$ cat src/rtl/mem_bus_arbiter.sv
// mem_bus_arbiter
//   Shares one Hack data-memory port between requester A (CPU) and requester B
//   (DMA/screen/debug). Requests are arbitrated round-robin and exactly one
//   transaction is in flight at a time. The winning command is registered at
//   grant, so the memory side sees stable mem_we/mem_addr/mem_wdata for the
//   whole transaction. sel drives the downstream data mux (1 = A owns the bus).
//
//   Ports
//     clk, reset                 clock, synchronous active-high reset
//     a_req/a_we/a_addr/a_wdata  port A command, held until a_ack
//     a_ack, a_rdata             port A one-cycle completion, read data
//     b_*                        same as port A, for port B
//     mem_en                     one-cycle strobe per transaction
//     mem_we/mem_addr/mem_wdata  registered command of the current owner
//     mem_rdata                  memory read data, valid MEM_LAT cycles after mem_en
//     sel                        current/last owner (1 = A)
//     busy                       high whenever the FSM is not in IDLE
//
//   state | meaning
//   ------+-----------------------------------------------------------
//   IDLE  | waiting for a request; grant and register command on entry
//   ISSUE | mem_en pulse; latency counter loaded
//   WAIT  | count down memory latency; capture read data at zero
//   DONE  | owner's ack pulse; requests ignored

module mem_bus_arbiter #(
  parameter int AW      = 15,
  parameter int DW      = 16,
  parameter int MEM_LAT = 1
) (
  input  logic          clk,
  input  logic          reset,

  input  logic          a_req,
  input  logic          a_we,
  input  logic [AW-1:0] a_addr,
  input  logic [DW-1:0] a_wdata,
  output logic          a_ack,
  output logic [DW-1:0] a_rdata,

  input  logic          b_req,
  input  logic          b_we,
  input  logic [AW-1:0] b_addr,
  input  logic [DW-1:0] b_wdata,
  output logic          b_ack,
  output logic [DW-1:0] b_rdata,

  output logic          mem_en,
  output logic          mem_we,
  output logic [AW-1:0] mem_addr,
  output logic [DW-1:0] mem_wdata,
  input  logic [DW-1:0] mem_rdata,

  output logic          sel,
  output logic          busy
);

  typedef enum logic [1:0] {
    IDLE  = 2'd0,
    ISSUE = 2'd1,
    WAIT  = 2'd2,
    DONE  = 2'd3
  } state_t;

  // WAIT is entered one cycle after mem_en, so MEM_LAT-1 further cycles
  // put the capture exactly MEM_LAT cycles after the strobe.
  localparam logic [1:0] CNT_LOAD = 2'(MEM_LAT - 1);

  state_t     state;
  state_t     state_next;
  logic [1:0] cnt;
  logic       last_grant_a;   // 1 = A was granted last; reset to B so A wins the first tie
  logic       grant;
  logic       grant_a;
  logic       capture;

  always_ff @(posedge clk) begin
    if (reset) begin
      state <= IDLE;
    end else begin
      state <= state_next;
    end
  end

  always_comb begin
    state_next = state;
    grant      = 1'b0;
    grant_a    = 1'b0;
    capture    = 1'b0;
    mem_en     = 1'b0;
    a_ack      = 1'b0;
    b_ack      = 1'b0;
    busy       = 1'b1;

    case (state)
      IDLE: begin
        busy = 1'b0;
        if (a_req || b_req) begin
          grant      = 1'b1;
          // A wins when alone, or on a tie when B was granted last.
          grant_a    = a_req && (!b_req || !last_grant_a);
          state_next = ISSUE;
        end
      end
      ISSUE: begin
        mem_en     = 1'b1;
        state_next = WAIT;
      end
      WAIT: begin
        if (cnt == 2'd0) begin
          capture    = 1'b1;
          state_next = DONE;
        end
      end
      DONE: begin
        a_ack      = sel;
        b_ack      = !sel;
        state_next = IDLE;
      end
      default: begin
        state_next = IDLE;
      end
    endcase
  end

  // Command, ownership and arbitration history change only on a grant.
  always_ff @(posedge clk) begin
    if (reset) begin
      sel          <= 1'b1;
      last_grant_a <= 1'b0;
      mem_we       <= 1'b0;
      mem_addr     <= '0;
      mem_wdata    <= '0;
    end else if (grant) begin
      sel          <= grant_a;
      last_grant_a <= grant_a;
      if (grant_a) begin
        mem_we    <= a_we;
        mem_addr  <= a_addr;
        mem_wdata <= a_wdata;
      end else begin
        mem_we    <= b_we;
        mem_addr  <= b_addr;
        mem_wdata <= b_wdata;
      end
    end
  end

  always_ff @(posedge clk) begin
    if (reset) begin
      cnt <= 2'd0;
    end else if (state == ISSUE) begin
      cnt <= CNT_LOAD;
    end else if (state == WAIT && cnt != 2'd0) begin
      cnt <= cnt - 2'd1;
    end
  end

  // Only the owner's read register moves, and only for reads.
  always_ff @(posedge clk) begin
    if (reset) begin
      a_rdata <= '0;
      b_rdata <= '0;
    end else if (capture && !mem_we) begin
      if (sel) begin
        a_rdata <= mem_rdata;
      end else begin
        b_rdata <= mem_rdata;
      end
    end
  end

endmodule

$ cat config.mk
export PLATFORM = sky130hd
export DESIGN_NAME = mem_bus_arbiter
export DESIGN_NICKNAME = d
export VERILOG_FILES = /design/src/rtl/mem_bus_arbiter.sv
export SDC_FILE = /design/constraint.sdc
export NUM_CORES = 1
export LEC_CHECK = 0
export BUFFER_PORTS_ARGS = -buffer_cell sky130_fd_sc_hd__buf_4
export CAP_MARGIN = 20
export CORE_MARGIN = 5
export CORE_UTILIZATION = 46
export DETAILED_ROUTE_END_ITERATION = 7
export GPL_TIMING_DRIVEN = 0
export PLACE_DENSITY = 0.91
export SLEW_MARGIN = 5
export SYNTH_ARGS = -nofsm -noshare
export SYNTH_HDL_FRONTEND = slang
export SYNTH_SLANG_ARGS = --single-unit
$ cat constraint.sdc
create_clock -name clk -period 2 [get_ports clk]
set_input_delay 0.1 -clock clk [delete_from_list [all_inputs] [get_ports clk]]
set_output_delay 0.1 -clock clk [all_outputs]
set_load 0.05 [all_outputs]
==> flow_metrics.env, run 1 <==
export IMPL_synth_edf_count=0
export IMPL_start_util=0.469
export IMPL_cap_viol_max_count=0
export IMPL_synth_mux_area_frac=0.00316
export IMPL_finalHoldViolCount=0
export IMPL_outcome="finished, final reports clean"
export IMPL_core_area_mm2=0.00676
export IMPL_nNetsFinal=636
export IMPL_clkLatencyLatePin_ns=0.34
export IMPL_critical_path_class="register to primary output"
export IMPL_wl_um=10300
export IMPL_syn_num_nets=453
export IMPL_dr_total_vias=3421
export IMPL_synth_xor_area_share=0.00276
export IMPL_path_common_cell="inv_1"
export IMPL_cts_max_path_buffers=2
export IMPL_antenna_found_initial=0
export IMPL_final_layout_size_suffix_gt1_frac=0.339
export IMPL_gp_congestion=0.805
export IMPL_skew_ns=0.00501
export IMPL_cts_root_buf="clkbuf_8"
export IMPL_place_ws_ns=0.270
export IMPL_grt_pass1_wl_um=16400
export IMPL_clock_fmax_mhz=539
export IMPL_synth_flop_cell="dfxtp_1"
export IMPL_yosysUniqueCellTypes=29
export IMPL_report_power_total_w=0.00669
export IMPL_setup_violations_final=0
export IMPL_yosys_area_share_simple=0.114
export IMPL_grt_use_total=0.237
export IMPL_ys_seq_elements=70
export IMPL_area_growth_synth_to_final_pct=52.7
export IMPL_ir_worst_vdd_mv=1.09
export IMPL_cts_inserted_buffers=9
export IMPL_cts_setup_buffers=0
export IMPL_fill_cells=500
export IMPL_worstHoldPathCells=2
export IMPL_syn_area_mm2=0.00317
export IMPL_routedWlPerCell_um=16.3
export IMPL_finalCriticalPeriod_ns=1.85
export IMPL_cts_num_sinks=70
export IMPL_die_area_mm2=0.00865
export IMPL_finalMaxSlewViolations=0
export IMPL_r2r_cells=6
export IMPL_grt_pass1_vias=3518
export IMPL_ant_nets=0
export IMPL_path_cells="inv_1 > ha_1 > inv_1 > buf_4"
export IMPL_rsz0062_at_grt="no"
export IMPL_tightestPinTransition_ns=0.538
export IMPL_first_pass_iters=4
export IMPL_hold_class="primary input to register"
export IMPL_finalSetupTns_ns=0
export IMPL_dpl_hpwl_um=7530
export IMPL_antennaDiodeCount=0
export IMPL_layout_setup_ws_ns=0.146
export IMPL_synthArstFlopShare=0
export IMPL_synth_compound_area_frac=0.327
export IMPL_end_kind="primary output"
export IMPL_dp_cells=594
export IMPL_drt_iter0_drc=96
export IMPL_grt_max_degree=16
export IMPL_cp_required_ns=1.90
export IMPL_power_density_mw_per_mm2=1380
export IMPL_fin_cells=632
export IMPL_crit_path_max_incr_delay_ns=0.39
export IMPL_ios=153
export IMPL_cpMaxStageDelayCell="inv_1"
export IMPL_die_h_um=93.0
export IMPL_yosysSeqAreaShare=0.442
export IMPL_yosys_warnings=0
export IMPL_netlist_instances=364
export IMPL_path_clk_slew_ns=0.07
export IMPL_p_leak_nw=2.32
export IMPL_worstPathArrival_ns=1.75
export IMPL_syn_mean_instance_area_um2=8.70
export IMPL_critPathLaunchType="register"
export IMPL_post_route_drc_count=0
export IMPL_slew_headroom=0.641
export IMPL_io_buffers=150
export IMPL_h_tree_depth=3
export IMPL_fin_crit_sh=0.927
export IMPL_synth_top_family_by_area="compound AO/OA/AOI/OAI gates"
export IMPL_cts_tree="yes"
export IMPL_vias_per_cell=5.41
export IMPL_grt_overflow_total=0
export IMPL_synth_fa_ha_area_frac=0.0197
export IMPL_rows=30
export IMPL_critPathMaxFanout=15
export IMPL_die_w_um=93.0
sequential cells by signal, summed over array words and instances, names as in the netlist:
register / flops
b_rdata: 16
last_grant_a: 1
mem_addr: 15
a_rdata: 16
state: 2
mem_we: 1
mem_wdata: 16
cnt: 2
sel: 1
path summary, 6_finish.rpt:
kind,from,to,slack [ns]
min reg2reg,a_rdata[13],a_rdata[13],0.46
max reg2reg,state[1],mem_wdata[13],0.16
min,a_wdata[10],mem_wdata[10],0.009
max,state[0],busy,0.15
synth_stat cells (2+ instances only):
cell type   n  area (µm²)
dfxtp_1    70        1400
nand2_1    67         251
a21oi_1    66         330
inv_1      37         139
a2111o_1   32         360
o211a_1    32         320
buf_2      15        75.1
clkbuf_1   15        56.3
ha_1        5        62.6
nor2_1      3        11.3
buf_1       2        7.51
clkbuf_2    2        10.0
nand2b_1    2        12.5
area by class of cell:
cell class,instances,area (µm²),share of cell area
clock buffer,10,128,0.0264
sequential,70,1400,0.290
tap,80,100,0.0207
timing repair buffer,173,1360,0.280
buffer,33,148,0.0305
inverter,37,139,0.0287
multi-input combinational,223,1480,0.306
clock inverter,6,86.3,0.0178
cell usage in the layout, fill, tap and decap left out, types with 2 or more instances in the layout:
cell type	Yosys	routed
dlygate4sd3_1	0	23
ha_1	5	5
nand2_1	67	67
a21oi_1	66	66
buf_2	15	15
a2111o_1	32	32
clkbuf_8	0	9
bufinv_16	0	2
buf_4	0	150
nand2b_1	2	2
clkinv_2	0	2
clkbuf_1	15	14
inv_1	37	37
nor2_1	3	3
dfxtp_1	70	70
o211a_1	32	32
clkbuf_2	2	4
worst max-delay path: cells and delay by family, from the launching register on:
kind,cells,cell delay (ns)
adder cells (fa/ha/maj),1,0.28
flip-flops,1,0.38
buffers and inverters,3,0.76
where the power goes:
part | internal, W | switching (W) | total (W)
sequential | 0.00175 | 0.000224 | 0.00197
combinational | 0.00114 | 0.00234 | 0.00348
clock | 0.000700 | 0.000530 | 0.00123
repair_timing:
item | in CTS | in global routing
hold buffers | 22 | 1
hold endpoints to repair | 22 | 1
endpoints found under the setup margin | 1 | 20
resized for setup | 0 | 4
stage by stage:
step	instance area (µm²)	utilization	hold WS, ns
final	4840	0.716	0.00921
after global routing	4840	0.716	0.00547
after CTS	4820	0.714	0.0000248
after detailed placement	4390	0.650	0.344
after global placement	4390	0.650	0.341
after floorplan	3170	-	0.236
layer usage:
| metal | part of all wire | routed length, µm | GRT usage |
|---|---|---|---|
| met5 | 0 | 0 | 0 |
| met1 | 0.36 | 3740 | 0.252 |
| met3 | 0.11 | 1100 | 0.0829 |
| met4 | 0.024 | 246 | 0.107 |
| met2 | 0.50 | 5180 | 0.418 |
cell families (layout without fill, tap and decap cells):
family	count (synthesis)	after routing
flops	70	70
simple gates	83	83
xor+xnor	1	1
fa+ha+maj	5	5
buf+inv	71	259
compound gates	133	133
mux	1	1
No activity file was read; power rests on OpenSTA's default activity.
==> run 2: changes to the inputs <==
--- a/config.mk
+++ b/config.mk
@@ -5,12 +5,12 @@
 export SDC_FILE = /design/constraint.sdc
 export NUM_CORES = 1
 export LEC_CHECK = 0
+export ABC_AREA = 1
 export BUFFER_PORTS_ARGS = -buffer_cell sky130_fd_sc_hd__buf_4
 export CAP_MARGIN = 20
 export CORE_MARGIN = 5
-export CORE_UTILIZATION = 46
+export CORE_UTILIZATION = 47
 export DETAILED_ROUTE_END_ITERATION = 7
-export GPL_TIMING_DRIVEN = 0
 export PLACE_DENSITY = 0.91
 export SLEW_MARGIN = 5
 export SYNTH_ARGS = -nofsm -noshare
==> run 2 against run 1 <==
Effect of this change: largest power group unchanged; highest routed layer unchanged; register-to-register slack better by 0.09 ns; final cell count up 12%; largest cell class is now multi-input gates; critical path type is now register to register; worst setup slack better by 0.11 ns; global-route usage down 1.3 points; flip-flop and latch count unchanged; count of clock-buffer cells in the layout unchanged; die area up 2.1%; sequential power about the same; critical path depth up 3; hold slack better by 0.030 ns.
==> flow_metrics.env, run 2 <==
export IMPL_outcome="finished, final reports clean"
export IMPL_finalHoldViolCount=0
export IMPL_holdBufCountCts=0
export IMPL_syn_mean_instance_area_um2=7.06
export IMPL_layout_setup_ws_ns=0.252
export IMPL_die_area_mm2=0.00883
export IMPL_finalMaxSlewViolations=0
export IMPL_rsz0062_at_grt="no"
export IMPL_ys_top_cells_by_area="dfxtp_1 (42%), nand3_1 (15%), a21oi_1 (10%)"
export IMPL_setup_violations_final=0
export IMPL_hold_class="primary input to register"
export IMPL_ant_nets=0
export IMPL_synth_mux_area_frac=0
export IMPL_cts_num_sinks=70
export IMPL_fin_crit_sh=0.874
export IMPL_grt_use_total=0.223
export IMPL_nNetsFinal=696
export IMPL_end_kind="register"
export IMPL_synth_xor_area_share=0
export IMPL_worst_path_dominant_cell_family="buffers and inverters"
export IMPL_path_clk_slew_ns=0.08
export IMPL_antenna_found_initial=0
export IMPL_finalSetupTns_ns=0
export IMPL_cpMaxStageDelayCell="inv_2"
export IMPL_power_frac_clock=0.180
export IMPL_critPathMaxFanout=32
export IMPL_final_common_cell="buf_4"
export IMPL_post_cts_resized=0
export IMPL_yosysSeqAreaShare=0.423
export IMPL_dp_cells=692
export IMPL_dr_total_vias=3545
export IMPL_cts_tree="yes"
export IMPL_power_share_sequential=0.289
export IMPL_cts_inserted_buffers=9
export IMPL_h_tree_depth=3
export IMPL_power_density_mw_per_mm2=1470
export IMPL_synth_flop_cell="dfxtp_1"
export IMPL_die_h_um=94.0
export IMPL_cp_num_buf_inv=3
export IMPL_critPathLaunchType="register"
export IMPL_combPwrFrac=0.531
export IMPL_cts_max_path_buffers=2
export IMPL_place_ws_ns=0.244
export IMPL_dpl_hpwl_um=7210
export IMPL_ios=153
export IMPL_start_util=0.485
export IMPL_fin_util=0.680
export IMPL_worst_hold_slack_ns=0.0397
export IMPL_routedWlPerCell_um=13.8
export IMPL_yosysUniqueCellTypes=21
export IMPL_io_buffers=152
export IMPL_syn_num_nets=558
export IMPL_swShare=0.486
export IMPL_yosysTopAreaCellShare=0.423
export IMPL_wl_um=9810
export IMPL_crit_path_max_incr_delay_ns=0.41
export IMPL_layout_top_registers="a_rdata (16), b_rdata (16), mem_wdata (16)"
export IMPL_synth_compound_area_frac=0.111
export IMPL_synth_common_cells="nand3_1 (99), nand2_1 (85), inv_1 (76), dfxtp_1 (70), a21oi_1 (68)"
export IMPL_r2r_cells=7
export IMPL_ys_seq_elements=70
export IMPL_die_w_um=94.0
export IMPL_worstHoldPathCells=5
export IMPL_grt_pass1_vias=3425
export IMPL_gp_congestion=0.804
export IMPL_final_cell_mix="buf_4 (157), nand3_1 (99), nand2_1 (85)"
export IMPL_synth_top_family_by_area="simple AND/OR/NAND/NOR gates"
export IMPL_synth_edf_count=0
export IMPL_grt_max_degree=69
export IMPL_cap_viol_max_count=0
export IMPL_yosys_warnings=0
export IMPL_post_route_drc_count=0
export IMPL_first_pass_iters=6
export IMPL_synth_top_area_cell="dfxtp_1"
export IMPL_rows=30
export IMPL_synthArstFlopShare=0
export IMPL_tightestPinTransition_ns=0.687
export IMPL_fin_cells=708
export IMPL_grt_overflow_total=0
export IMPL_antennaDiodeCount=0
export IMPL_yosys_area_share_simple=0.303
export IMPL_crit_cells=7
export IMPL_core_area_mm2=0.00683
export IMPL_clock_fmax_mhz=572
export IMPL_yosysMostFrequentCell="nand3_1"
export IMPL_syn_area_mm2=0.00331
export IMPL_critical_path_class="register to register"
export IMPL_path_cells="inv_1 > ha_1 > o21ai_4 > inv_2 > nand3_1 > nand2_1 > inv_1"
export IMPL_p_leak_nw=2.34
export IMPL_grt_pass1_wl_um=15700
export IMPL_cp_required_ns=2.24
export IMPL_worstPathArrival_ns=1.99
export IMPL_cts_root_buf="clkbuf_8"
export IMPL_ir_worst_vdd_mv=0.753
export IMPL_clkLatencyLatePin_ns=0.34
export IMPL_slew_headroom=0.542
export IMPL_netlist_instances=469
export IMPL_final_layout_size_suffix_gt1_frac=0.332
export IMPL_area_growth_synth_to_final_pct=40.3
export IMPL_vias_per_cell=5.01
export IMPL_finalCriticalPeriod_ns=1.75
export IMPL_skew_ns=0.00854
export IMPL_internal_power_w=0.00351
export IMPL_synth_fa_ha_area_frac=0.0189
export IMPL_path_common_cell="inv_1"
export IMPL_drt_iter0_drc=170
export IMPL_cts_setup_buffers=0
export IMPL_power_switching_w=0.00332
-- run 2: cell types whose count changed in the layout (fill, tap and decap cells not counted), moves of 2 or more --
cell	change
clkbuf_2	-4
inv_1	+39
clkbuf_1	-13
dlygate4sd3_1	-23
nand2_2	+24
o211a_1	-32
buf_2	-15
buf_4	+7
nand2b_1	-2
nand3_1	+98
nand2_1	+18
a21oi_1	+2
inv_2	+2
a2111o_1	-32
-- run 2: routing by layer --
metal  vias to the layer above  part of all wire  track usage
met3                        15              0.12       0.0777
li1                       1765                 -            -
met1                      1578              0.39        0.261
met5                         -                 0            0
met4                         0             0.017       0.0927
met2                       187              0.47        0.370
-- run 2: metrics by stage --
stage	power, W	area (µm²)
floorplan	0.00465	3310
global placement	0.00553	4430
detailed placement	0.00563	4430
CTS	0.00687	4650
global route	0.00727	4650
finish	0.00682	4650
-- run 2: worst paths after layout --
path	from	to	slack, ns
worst min-delay path	b_addr[5]	mem_addr[5]	0.04
worst max-delay path	state[0]	mem_wdata[0]	0.25
worst min register to register	b_rdata[11]	b_rdata[11]	0.46
worst max register to register	state[0]	mem_wdata[0]	0.25
-- run 2: cell families (layout without fill, tap and decap cells) --
kind of cell    after synthesis  count (layout)
buf+inv                     109             252
fa+ha+maj                     5               5
compound gates               71              71
flops                        70              70
simple gates                214             214
-- run 2: final cells by class --
| type | count | area, µm² |
|---|---|---|
| Timing Repair Buffer | 157 | 1180 |
| Clock inverter | 6 | 86.3 |
| Multi-Input combinational cell | 290 | 1440 |
| Fill cell | 573 | 2180 |
| Sequential cell | 70 | 1400 |
| Clock buffer | 10 | 128 |
| Inverter | 79 | 298 |
| Tap cell | 96 | 120 |
-- run 2: power by group through the flow --
| stage | Sequential, W | Combinational [W] | Clock (W) |
|---|---|---|---|
| 5_1_grt | 0.00201 | 0.00392 | 0.00134 |
| 2_1_floorplan | 0.00307 | 0.00158 | 0 |
| 6_report | 0.00197 | 0.00362 | 0.00123 |
| 4_1_cts | 0.00197 | 0.00365 | 0.00125 |
| 3_5_place_dp | 0.00200 | 0.00363 | 0 |
| 3_3_place_gp | 0.00198 | 0.00355 | 0 |
-- run 2: worst register-to-register path, delay by kind of cell (launching register included) --
kind	cells	cell delay, ns
and+or+nand+nor	2	0.33
adders and majority gates	1	0.34
buffers and inverters	3	0.55
AOI/OAI and AO/OA	1	0.10
DFF	1	0.33
==> run 3: changes to the inputs <==
--- a/config.mk
+++ b/config.mk
@@ -12,7 +12,6 @@
 export CORE_UTILIZATION = 47
 export DETAILED_ROUTE_END_ITERATION = 7
 export PLACE_DENSITY = 0.91
-export SLEW_MARGIN = 5
 export SYNTH_ARGS = -nofsm -noshare
 export SYNTH_HDL_FRONTEND = slang
 export SYNTH_SLANG_ARGS = --single-unit
==> constraint.sdc (replaced) <==
create_clock -name clk -period 1.8 [get_ports clk]
set_input_delay 0.09 -clock clk [delete_from_list [all_inputs] [get_ports clk]]
set_output_delay 0.09 -clock clk [all_outputs]
set_load 0.05 [all_outputs]
==> run 3 against run 2 <==
Effect of this change: clock skew fell by 0.0012 ns; maximum frequency rose by 6.6%; cell area rose by 1.0%; largest cell class unchanged; largest power group unchanged.
==> flow_metrics.env, run 3 (synthesis results as in run 2) <==
export IMPL_clock_fmax_mhz=610
export IMPL_cts_tree="yes"
export IMPL_start_util=0.485
export IMPL_power_density_mw_per_mm2=1630
export IMPL_core_area_mm2=0.00683
export IMPL_cap_viol_max_count=0
export IMPL_final_common_cell="buf_4"
export IMPL_routedWlPerCell_um=13.7
export IMPL_p_leak_nw=2.36
export IMPL_ir_worst_vdd_mv=0.994
export IMPL_cp_required_ns=2.09
export IMPL_path_clk_slew_ns=0.08
export IMPL_nNetsFinal=698
export IMPL_grt_max_degree=69
export IMPL_final_layout_size_suffix_gt1_frac=0.334
export IMPL_end_kind="register"
export IMPL_die_area_mm2=0.00883
export IMPL_die_h_um=94.0
export IMPL_multi_input_area_mm2=0.00145
export IMPL_clkLatencyLatePin_ns=0.34
export IMPL_gp_congestion=0.847
export IMPL_fill_cells=572
export IMPL_post_cts_resized=0
export IMPL_cpMaxStageDelayCell="dfxtp_1"
export IMPL_post_route_drc_count=0
export IMPL_ios=153
export IMPL_h_tree_depth=3
export IMPL_critPathLaunchType="register"
export IMPL_finalSetupTns_ns=0
export IMPL_rsz0062_at_grt="no"
export IMPL_antenna_found_initial=0
export IMPL_cts_inserted_buffers=9
export IMPL_outcome="finished, final reports clean"
export IMPL_dpl_hpwl_um=7180
export IMPL_register_area_mm2=0.00140
export IMPL_vias_per_cell=4.99
export IMPL_ant_nets=0
export IMPL_final_cell_mix="buf_4 (157), nand3_1 (99), nand2_1 (85)"
export IMPL_cts_setup_buffers=0
export IMPL_dr_total_vias=3545
export IMPL_grt_use_total=0.218
export IMPL_grt_pass1_wl_um=15400
export IMPL_tightestPinTransition_ns=0.697
export IMPL_critPathMaxFanout=32
export IMPL_grt_overflow_total=0
export IMPL_cts_root_buf="clkbuf_8"
export IMPL_cts_max_path_buffers=2
export IMPL_layout_top_registers="a_rdata (16), b_rdata (16), mem_wdata (16)"
export IMPL_area_growth_synth_to_final_pct=41.8
export IMPL_antennaDiodeCount=0
export IMPL_cts_num_sinks=70
export IMPL_first_pass_iters=5
export IMPL_drt_iter0_drc=135
export IMPL_io_buffers=152
export IMPL_critical_path_class="register to register"
export IMPL_worstPathArrival_ns=1.93
export IMPL_die_w_um=94.0
export IMPL_hold_class="primary input to register"
export IMPL_wl_um=9730
export IMPL_slew_headroom=0.536
export IMPL_rows=30
export IMPL_worst_hold_slack_ns=0.0334
export IMPL_finalHoldViolCount=0
export IMPL_path_cells="inv_1 > ha_1 > nand2_2 > clkinv_2 > buf_4 > nand3_1 > nand3_1 > nand2_1 > inv_1"
export IMPL_finalCriticalPeriod_ns=1.64
export IMPL_finalMaxSlewViolations=0
export IMPL_grt_pass1_vias=3380
export IMPL_crit_path_max_incr_delay_ns=0.35
export IMPL_setup_violations_final=0
export IMPL_fin_crit_sh=0.911
export IMPL_holdBufCountCts=0
export IMPL_skew_ns=0.00732
==> run 3: changes by cell type in the layout (fill, tap and decap cells not counted), sizes merged <==
cell / change
buf: +2
==> run 3: path summary, 6_finish.rpt <==
| check | from | to | slack, ns | cells past startpoint |
|---|---|---|---|---|
| setup / recovery | state[1] | mem_addr[12] | 0.16 | 9 |
| hold / removal | mem_rdata[8] | b_rdata[8] | 0.03 | 3 |
| setup reg to reg | state[1] | mem_addr[12] | 0.16 | 9 |
| hold reg to reg | a_rdata[1] | a_rdata[1] | 0.46 | 2 |
==> run 3: report_power, final <==
group	internal [W]	switching (W)	total [W]
logic	0.00126	0.00285	0.00411
registers	0.00194	0.000240	0.00218
clock network	0.000779	0.000599	0.00138
==> run 3: worst max-delay path, delay by kind of cell, from the launching register on <==
family,cells,cell delay (ns)
adders and majority gates,1,0.29
buffers and inverters,4,0.55
DFF,1,0.35
and+or+nand+nor,4,0.39
==> run 3: stage by stage <==
step | instances | utilization | area [µm²] | total power [W] | setup slack (ns)
2_1_floorplan | 469 | - | 3310 | 0.00517 | 0.129
3_3_place_gp | 694 | 0.655 | 4470 | 0.00622 | 0.272
3_5_place_dp | 694 | 0.655 | 4470 | 0.00631 | 0.161
4_1_cts | 710 | 0.686 | 4690 | 0.00770 | 0.139
5_1_grt | 710 | 0.688 | 4700 | 0.00815 | 0.00686
6_report | 710 | 0.688 | 4700 | 0.00767 | 0.159
==> run 3: final cells by class <==
cell class	count	area share
clock buffer	10	0.0272
clock inverter	6	0.0184
inverter	79	0.0634
multi-input combinational	290	0.308
sequential	70	0.298
tap	96	0.0256
timing repair buffer	159	0.259
==> run 3: per-layer routing <==
metal | GRT usage | wire length (µm) | vias to the layer above
li1 | - | - | 1761
met1 | 0.254 | 3760 | 1581
met2 | 0.362 | 4630 | 188
met3 | 0.0873 | 1210 | 15
met4 | 0.0734 | 124 | 0
met5 | 0 | 0 | -
